## src/rtl/mms_ptw.sv

```systemverilog
// mms_ptw: Sv32 two-level page-table walker feeding TLB refills or page faults
module mms_ptw #(
  parameter int PADDR_WD = 34,
  parameter int VADDR_WD = 32,
  parameter int PPN_WD   = 22,
  parameter int ASID_WD  = 9
) (
  input  logic                clk,
  input  logic                rst,
  input  logic                miss_valid,
  output logic                miss_ready,
  input  logic [VADDR_WD-1:0] miss_vaddr,
  input  logic [ASID_WD-1:0]  miss_asid,
  input  logic [PPN_WD-1:0]   satp_ppn,
  input  logic                flush,
  output logic                mem_req_valid,
  input  logic                mem_req_ready,
  output logic [PADDR_WD-1:0] mem_req_addr,
  input  logic                mem_rsp_valid,
  input  logic [31:0]         mem_rsp_data,
  output logic                refill_valid,
  output logic [19:0]         refill_vpn,
  output logic [PPN_WD-1:0]   refill_ppn,
  output logic [7:0]          refill_flags,
  output logic                refill_level,
  output logic [ASID_WD-1:0]  refill_asid,
  output logic                fault_valid,
  output logic [VADDR_WD-1:0] fault_vaddr
);
  typedef enum logic [2:0] {IDLE, L1_REQ, L1_WAIT, L0_REQ, L0_WAIT, DONE, FAULT, DRAIN} state_t;
  state_t state_q, state_d;
  logic [VADDR_WD-1:0] vaddr_q, vaddr_d;
  logic [ASID_WD-1:0] asid_q, asid_d;
  logic [PADDR_WD-1:0] addr_q, addr_d;
  logic [PPN_WD-1:0] ppn_q, ppn_d;
  logic [7:0] flags_q, flags_d;
  logic level_q, level_d;
  logic miss_ready_q, miss_ready_d;
  logic req_valid_q, req_valid_d;
  logic refill_q, refill_d;
  logic fault_q, fault_d;
  logic pte_bad, pte_leaf, pte_a, rsw_unused;
  assign pte_bad = !mem_rsp_data[0] || (!mem_rsp_data[1] && mem_rsp_data[2]);
  assign pte_leaf = mem_rsp_data[1] | mem_rsp_data[3];
  assign pte_a = mem_rsp_data[6];
  assign rsw_unused = ^mem_rsp_data[9:8];
  always_comb begin
    state_d = state_q;
    vaddr_d = vaddr_q;
    asid_d = asid_q;
    addr_d = addr_q;
    ppn_d = ppn_q;
    flags_d = flags_q;
    level_d = level_q;
    case (state_q)
      IDLE:
        if (miss_valid) begin
          state_d = L1_REQ;
          vaddr_d = miss_vaddr;
          asid_d = miss_asid;
          addr_d = PADDR_WD'({satp_ppn, 12'b0}) + PADDR_WD'({miss_vaddr[31:22], 2'b0});
        end
      L1_REQ, L0_REQ:
        if (flush) state_d = mem_req_ready ? DRAIN : IDLE;
        else if (mem_req_ready) state_d = state_q == L1_REQ ? L1_WAIT : L0_WAIT;
      L1_WAIT:
        if (mem_rsp_valid) begin
          ppn_d = mem_rsp_data[31:10];
          flags_d = mem_rsp_data[7:0];
          level_d = 1'b1;
          addr_d = PADDR_WD'({mem_rsp_data[31:10], 12'b0}) + PADDR_WD'({vaddr_q[21:12], 2'b0});
          state_d = flush ? IDLE : pte_bad ? FAULT : !pte_leaf ? L0_REQ :
                    (mem_rsp_data[19:10] != 10'd0 || !pte_a) ? FAULT : DONE;
        end else if (flush) state_d = DRAIN;
      L0_WAIT:
        if (mem_rsp_valid) begin
          ppn_d = mem_rsp_data[31:10];
          flags_d = mem_rsp_data[7:0];
          level_d = 1'b0;
          state_d = flush ? IDLE : (pte_bad || !pte_leaf || !pte_a) ? FAULT : DONE;
        end else if (flush) state_d = DRAIN;
      DONE, FAULT: state_d = IDLE;
      DRAIN: if (mem_rsp_valid) state_d = IDLE;
    endcase
    miss_ready_d = state_d == IDLE;
    req_valid_d = state_d == L1_REQ || state_d == L0_REQ;
    refill_d = state_d == DONE;
    fault_d = state_d == FAULT;
  end
  always_ff @(posedge clk) begin
    if (rst) begin
      state_q <= IDLE;
      vaddr_q <= '0;
      asid_q <= '0;
      addr_q <= '0;
      ppn_q <= '0;
      flags_q <= '0;
      level_q <= 1'b0;
      miss_ready_q <= 1'b1;
      req_valid_q <= 1'b0;
      refill_q <= 1'b0;
      fault_q <= 1'b0;
    end else begin
      state_q <= state_d;
      vaddr_q <= vaddr_d;
      asid_q <= asid_d;
      addr_q <= addr_d;
      ppn_q <= ppn_d;
      flags_q <= flags_d;
      level_q <= level_d;
      miss_ready_q <= miss_ready_d;
      req_valid_q <= req_valid_d;
      refill_q <= refill_d;
      fault_q <= fault_d;
    end
  end
  assign miss_ready = miss_ready_q;
  assign mem_req_valid = req_valid_q;
  assign mem_req_addr = addr_q;
  assign refill_valid = refill_q;
  assign refill_vpn = vaddr_q[31:12];
  assign refill_ppn = ppn_q;
  assign refill_flags = flags_q;
  assign refill_level = level_q;
  assign refill_asid = asid_q;
  assign fault_valid = fault_q;
  assign fault_vaddr = vaddr_q;
endmodule

```

## config.mk

```make
export PLATFORM = sky130hd
export DESIGN_NAME = mms_ptw
export DESIGN_NICKNAME = d
export VERILOG_FILES = /design/src/rtl/mms_ptw.sv
export SDC_FILE = /design/constraint.sdc
export NUM_CORES = 1
export LEC_CHECK = 0
export BUFFER_PORTS_ARGS = -buffer_cell sky130_fd_sc_hd__buf_2
export CORE_UTILIZATION = 28
export DETAILED_ROUTE_END_ITERATION = 8
export PLACE_DENSITY_LB_ADDON = 0.3
export SYNTH_ARGS = -nofsm -noshare
export SYNTH_HDL_FRONTEND = slang
export SYNTH_SLANG_ARGS = --single-unit
```

## constraint.sdc

```tcl
create_clock -name clk -period 2.02 [get_ports clk]
set_input_delay 0.202 -clock clk [delete_from_list [all_inputs] [get_ports clk]]
set_output_delay 0.202 -clock clk [all_outputs]
set_load 0.01 [all_outputs]
```

### Word level (Yosys, flattened, before mapping)

Index checks and enable logic that the tools add are counted.

| storage, ports and cells | value |
|---|---|
| logic and storage cells | 72 |
| register bits after elaboration | 113 |
| input bits | 101 |
| output and inout bits | 130 |

| operators by class | value |
|---|---|
| eq/ne operators | 14 |
| muxes and demuxes | 22 |
| $add $sub $neg | 2 |
| bitwise logic cells | 1 |
| reductions and logical operators | 22 |

Operators by type and width:

| kind | number |
|---|---|
| adder 34 x 12 -> 34 bit | 2 |
| 2-to-1 mux 34 bit | 2 |
| one-hot mux 34 bit (2 select lines) | 1 |
| 2-to-1 mux 3 bit | 13 |
| equality test 3 bit (second input constant) | 6 |
| one-hot mux 3 bit (6 select lines) | 1 |
| nonzero test 10 bit | 1 |
| equality test 3 x 2 -> 1 bit (second input constant) | 3 |
| equality test 3 x 1 -> 1 bit (second input constant) | 2 |
| logical NOT 3 bit | 2 |
| != test 2 bit (second input constant) | 3 |
| AND reduction 3 bit | 2 |
| OR reduction 2 bit | 3 |
| logical OR 1 bit | 5 |
| logical NOT 1 bit | 4 |
| 2-to-1 mux 2 bit | 2 |
| AND reduction 2 bit | 2 |
| nonzero test 2 bit | 2 |
| 2-to-1 mux 1 bit | 2 |
| one-hot mux 1 bit (2 select lines) | 1 |
| logical AND 1 bit | 1 |
| bitwise OR 1 bit | 1 |

### Depth between registers and ports, before layout

| logic depth | value |
|---|---|
| depth after elaboration | 11 |
| gate-level depth with buffers | 7 |
| gate-level depth less buffers | 5 |

### Least setup slack after synthesis

Ideal clock, no wire load.

| path | value |
|---|---|
| path kind | register -> register |
| start | reg state_q[1] |
| end | reg miss_ready_q, in the netlist miss_ready |
| slack | 0.414 ns |
| cell stages (with the launch flop) | 7 |
| buffers on the path | 1 |
| period minus slack after synthesis | 1.606 ns |
| arrival | 1.484 ns |
| library setup time | 0.123 ns |
| required time | 1.897 ns |
| path through | dfxtp_1 nor3b_2 buf_4 nand2_1 or3b_1 a311oi_2 nor3_1 |

| on the way | value |
|---|---|
| longest elaborated chain between the ends | 6 |
| elaborated cells between the ends (all ways) | 20 |
| classes of those cells | eq/ne: 7; mux: 9; reduce/logical: 4 |

Ends and longest elaborated chain:

| what | RTL line | RTL |
|---|---|---|
| start, declared | 31 | `state_t state_q, state_d;` |
| start signal, assigned | 104 | `state_q <= state_d;` |
| equality test 3 x 1 -> 1 bit | 55, 65 |  |
| 2-to-1 mux 3 bit (2 in series) | 65 | `else if (mem_req_ready) state_d = state_q == L1_REQ ? L1_WAIT : L0_WAIT;` |
| 2-to-1 mux 3 bit | 64 | `if (flush) state_d = mem_req_ready ? DRAIN : IDLE;` |
| one-hot mux 3 bit (6 select lines) * | 55 | `case (state_q)` |
| logical NOT 3 bit * | 85 | `miss_ready_d = state_d == IDLE;` |
| end signal, assigned | 111 | `miss_ready_q <= miss_ready_d;` |
| end, declared | 38 | `logic miss_ready_q, miss_ready_d;` |

Every way passes the cells marked *; elsewhere a longest branch is shown, timed or not.
A chain may end at the register's enable or synchronous reset.

### Worst setup path after layout

| path | value |
|---|---|
| start | reg state_q[2] |
| end | reg refill_q, in the netlist refill_valid |

| on the way | value |
|---|---|
| longest elaborated chain between the ends | 6 |
| elaborated cells between the ends (all ways) | 20 |
| classes of those cells | eq/ne: 8; mux: 9; reduce/logical: 3 |

Ends and longest elaborated chain:

| what | RTL line | RTL |
|---|---|---|
| equality test 3 x 1 -> 1 bit | 55, 65 |  |
| 2-to-1 mux 3 bit (2 in series) | 65 |  |
| 2-to-1 mux 3 bit | 64 |  |
| one-hot mux 3 bit (6 select lines) * | 55 |  |
| equality test 3 bit * | 87 | `refill_d = state_d == DONE;` |
| end signal, assigned | 113 | `refill_q <= refill_d;` |
| end, declared | 40 | `logic refill_q, refill_d;` |

Marks and branches as above.

==> run metrics <==
total core area=0.01589 sq mm; Setup Fix Bufs, Post-CTS=0; max cap viols=0; share of layout cells above drive strength 1=35.85%; Clock transition at path regs=0.08 ns; Die Width=129.6 microns; number of global-route vias before repair=approximately 3800; most area-consuming cells after synthesis=dfxtp_1 (49%), nand2_1 (12%), a21oi_1 (8.1%); PwrDens=921.8 mW/mm^2; # IOs=231; Util after Layout=38.68%; DR pass1 iterations=4; Initial Util=28.68%; post-synthesis register bit count=111; critical path peak fanout=11; root buffer cell=clkbuf_16; final net count=about 840; FP Rows=46; Register-to-Register Path Depth=4; synth unique cells=41; Synth top area share=48.78%; drt via density=around 4.6; Startpoint Class=flop; Post-Synthesis Cells=546; R2R Setup Slk=0.23 ns; Die H=129.6 microns; Avg Inst Size Synth=roughly 8.3 sq um; worst min path class=in2reg; htree depth=3; Fin Hold WS=between 0.09 and 0.1 ns; VDD IR max=0.5486 mV; initial DRC count=225; CTS tree=yes; CP Launch Point=state_q[2]; Post-Syn Area=0.004556 sq mm; Post-synth EDFFs=0; die area=0.01678 sq mm; CTS sink cnt=111; Setup Skew=0.007414 ns; first-pass GRT wire length=between 20000 and 25000 microns; P_leak=2.732 nW; crit path time final=1.786 ns; Area Growth Syn to Fin=34.88%; Peak Freq=560.1 MHz; Synth area leader=dfxtp_1; routability-driven placement congestion ratio=roughly 0.76; async set-reset flop share out of synthesis=0%; r2r startpoint=state_q[2]; routed wire length=13440 microns; status=complete, no violations; Worst Setup End Kind=flop; initial antenna violation count=0; DPL Wire Length=9385 microns; final period utilization=88.39%; worst flop-to-flop path endpoint=refill_valid; DRC=0; largest net degree at the start of global routing=56; Antenna Cells=0; WL/cell=14.03 microns; Antenna Nets Post-Route=0; Num CTS Buffers=9; Overall Global Routing Usage=15.47%; RSZ-0062 raised after global routing=no; CTS Hold Buffers Added=0; worst-skew pair later-pin latency=0.34 ns; final max-slew violation count=0; total power=5.664 mW; Primary FF master, synth=dfxtp_1; critical path class=reg2reg; crit path capture=refill_valid; Arr. time, crit path=2.05 ns; I/O Buffers=226; CP required=~2.3 ns; setup violators final=0; register area share after synthesis=slightly below 50%; worst-case clock buffer depth=2; Setup TNS Final=0 ns; gr ovfl total=0; Yosys warnings=0; final hold vios=0; PostCTS Resize Cnt=0; via count of the routed design=4361
cell families (layout without fill, tap and decap cells):
| family | count (synthesis) | in the layout | synth area share [%] |
|---|---|---|---|
| AOI/OAI and AO/OA | 120 | 120 | 16.20 |
| other | 1 | 2 | 0.08232 |
| and+or+nand+nor | 213 | 213 | 19.72 |
| muxes | 32 | 32 | 7.031 |
| xor gates and xnor gates | 2 | 2 | 0.3846 |
| DFF | 111 | 111 | 48.78 |
| buffers and inverters | 67 | 262 | 7.800 |
sequential cells by signal, indices dropped and copies added, names as in the netlist:
register / count
fault_vaddr: 32
state_q: 3
miss_ready: 1
refill_valid: 1
refill_flags: 8
refill_level: 1
refill_asid: 9
refill_ppn: 22
fault_valid: 1
mem_req_addr: 32
mem_req_valid: 1
synthesized netlist by cell type, types with 2 or more instances:
cell / number
nand3_1: 3
o32a_1: 2
nand2b_1: 5
buf_4: 24
nor4_1: 2
nor2b_1: 2
inv_1: 3
mux2i_1: 32
a21oi_1: 74
a211oi_1: 33
buf_2: 11
nor3_1: 5
o211ai_1: 2
nand3b_1: 2
and2_1: 2
or3_1: 3
or3b_1: 2
nand2_1: 145
dfxtp_1: 111
nor2_1: 35
clkbuf_1: 28
layer usage:
| metal | up-vias | track usage [%] | wire (microns) |
|---|---|---|---|
| met3 | 9 | 4.129 | 1027 |
| li1 | 2206 | - | - |
| met5 | - | 0 | 0 |
| met2 | 158 | 24.92 | 6022 |
| met1 | 1988 | 19.94 | 6227 |
| met4 | 0 | 5.335 | 159 |
metrics by stage:
stage          worst slack [ns]  instances  cell area (sq um)
2_1_floorplan            0.4136        547               4559
5_1_grt                 0.07174        958               6145
3_3_place_gp             0.2519        942               5801
4_1_cts                  0.2320        958               6145
6_report                 0.2345        958               6145
3_5_place_dp             0.2338        942               5801
how the worst min path moves through the flow:
stage / start / to / slack (ns) / depth (start not counted)
floorplan: miss_vaddr[0] / fault_vaddr[0] / 0.34 / 2
global placement: refill_ppn[3] / refill_ppn[3] / 0.44 / 2
detailed placement: refill_flags[2] / refill_flags[2] / 0.44 / 2
CTS: miss_vaddr[13] / fault_vaddr[13] / 0.07 / 3
global route: miss_asid[7] / refill_asid[7] / 0.08 / 3
finish: miss_vaddr[9] / fault_vaddr[9] / 0.09 / 3
cell type report:
type	instances	area [sq um]
fillers	1695	9741
flip-flops and latches	111	2222
multi-input cells	369	1998
repair buffers	243	1299
well taps	216	270.3
clock buffers	9	225.2
clock inverters	7	118.9
inverters	3	11.26
critical path, cell delays in order (launching register included):
cell and delay [ns]:
dfxtp_1 0.58, or3b_1 0.41, o32a_1 0.36, and2_1 0.16, nor4_2 0.20
power by group:
| part | switching (mW) | internal (mW) |
|---|---|---|
| clock network | 0.840 | 1.22 |
| logic | 0.647 | 0.464 |
| registers | 0.113 | 2.38 |
layout by cell type, fill, tap and decap left out, types with 3 or more instances in the layout:
cell and instances:
a211oi_1 33, a21oi_1 74, buf_12 3, buf_2 225
buf_4 15, bufinv_16 3, clkbuf_16 9, dfxtp_1 111
inv_1 3, mux2i_1 32, nand2_1 145, nand2b_1 5
nand3_1 3, nor2_1 35, nor3_1 3, or3_1 3
Power figures use the tool's default switching activity.
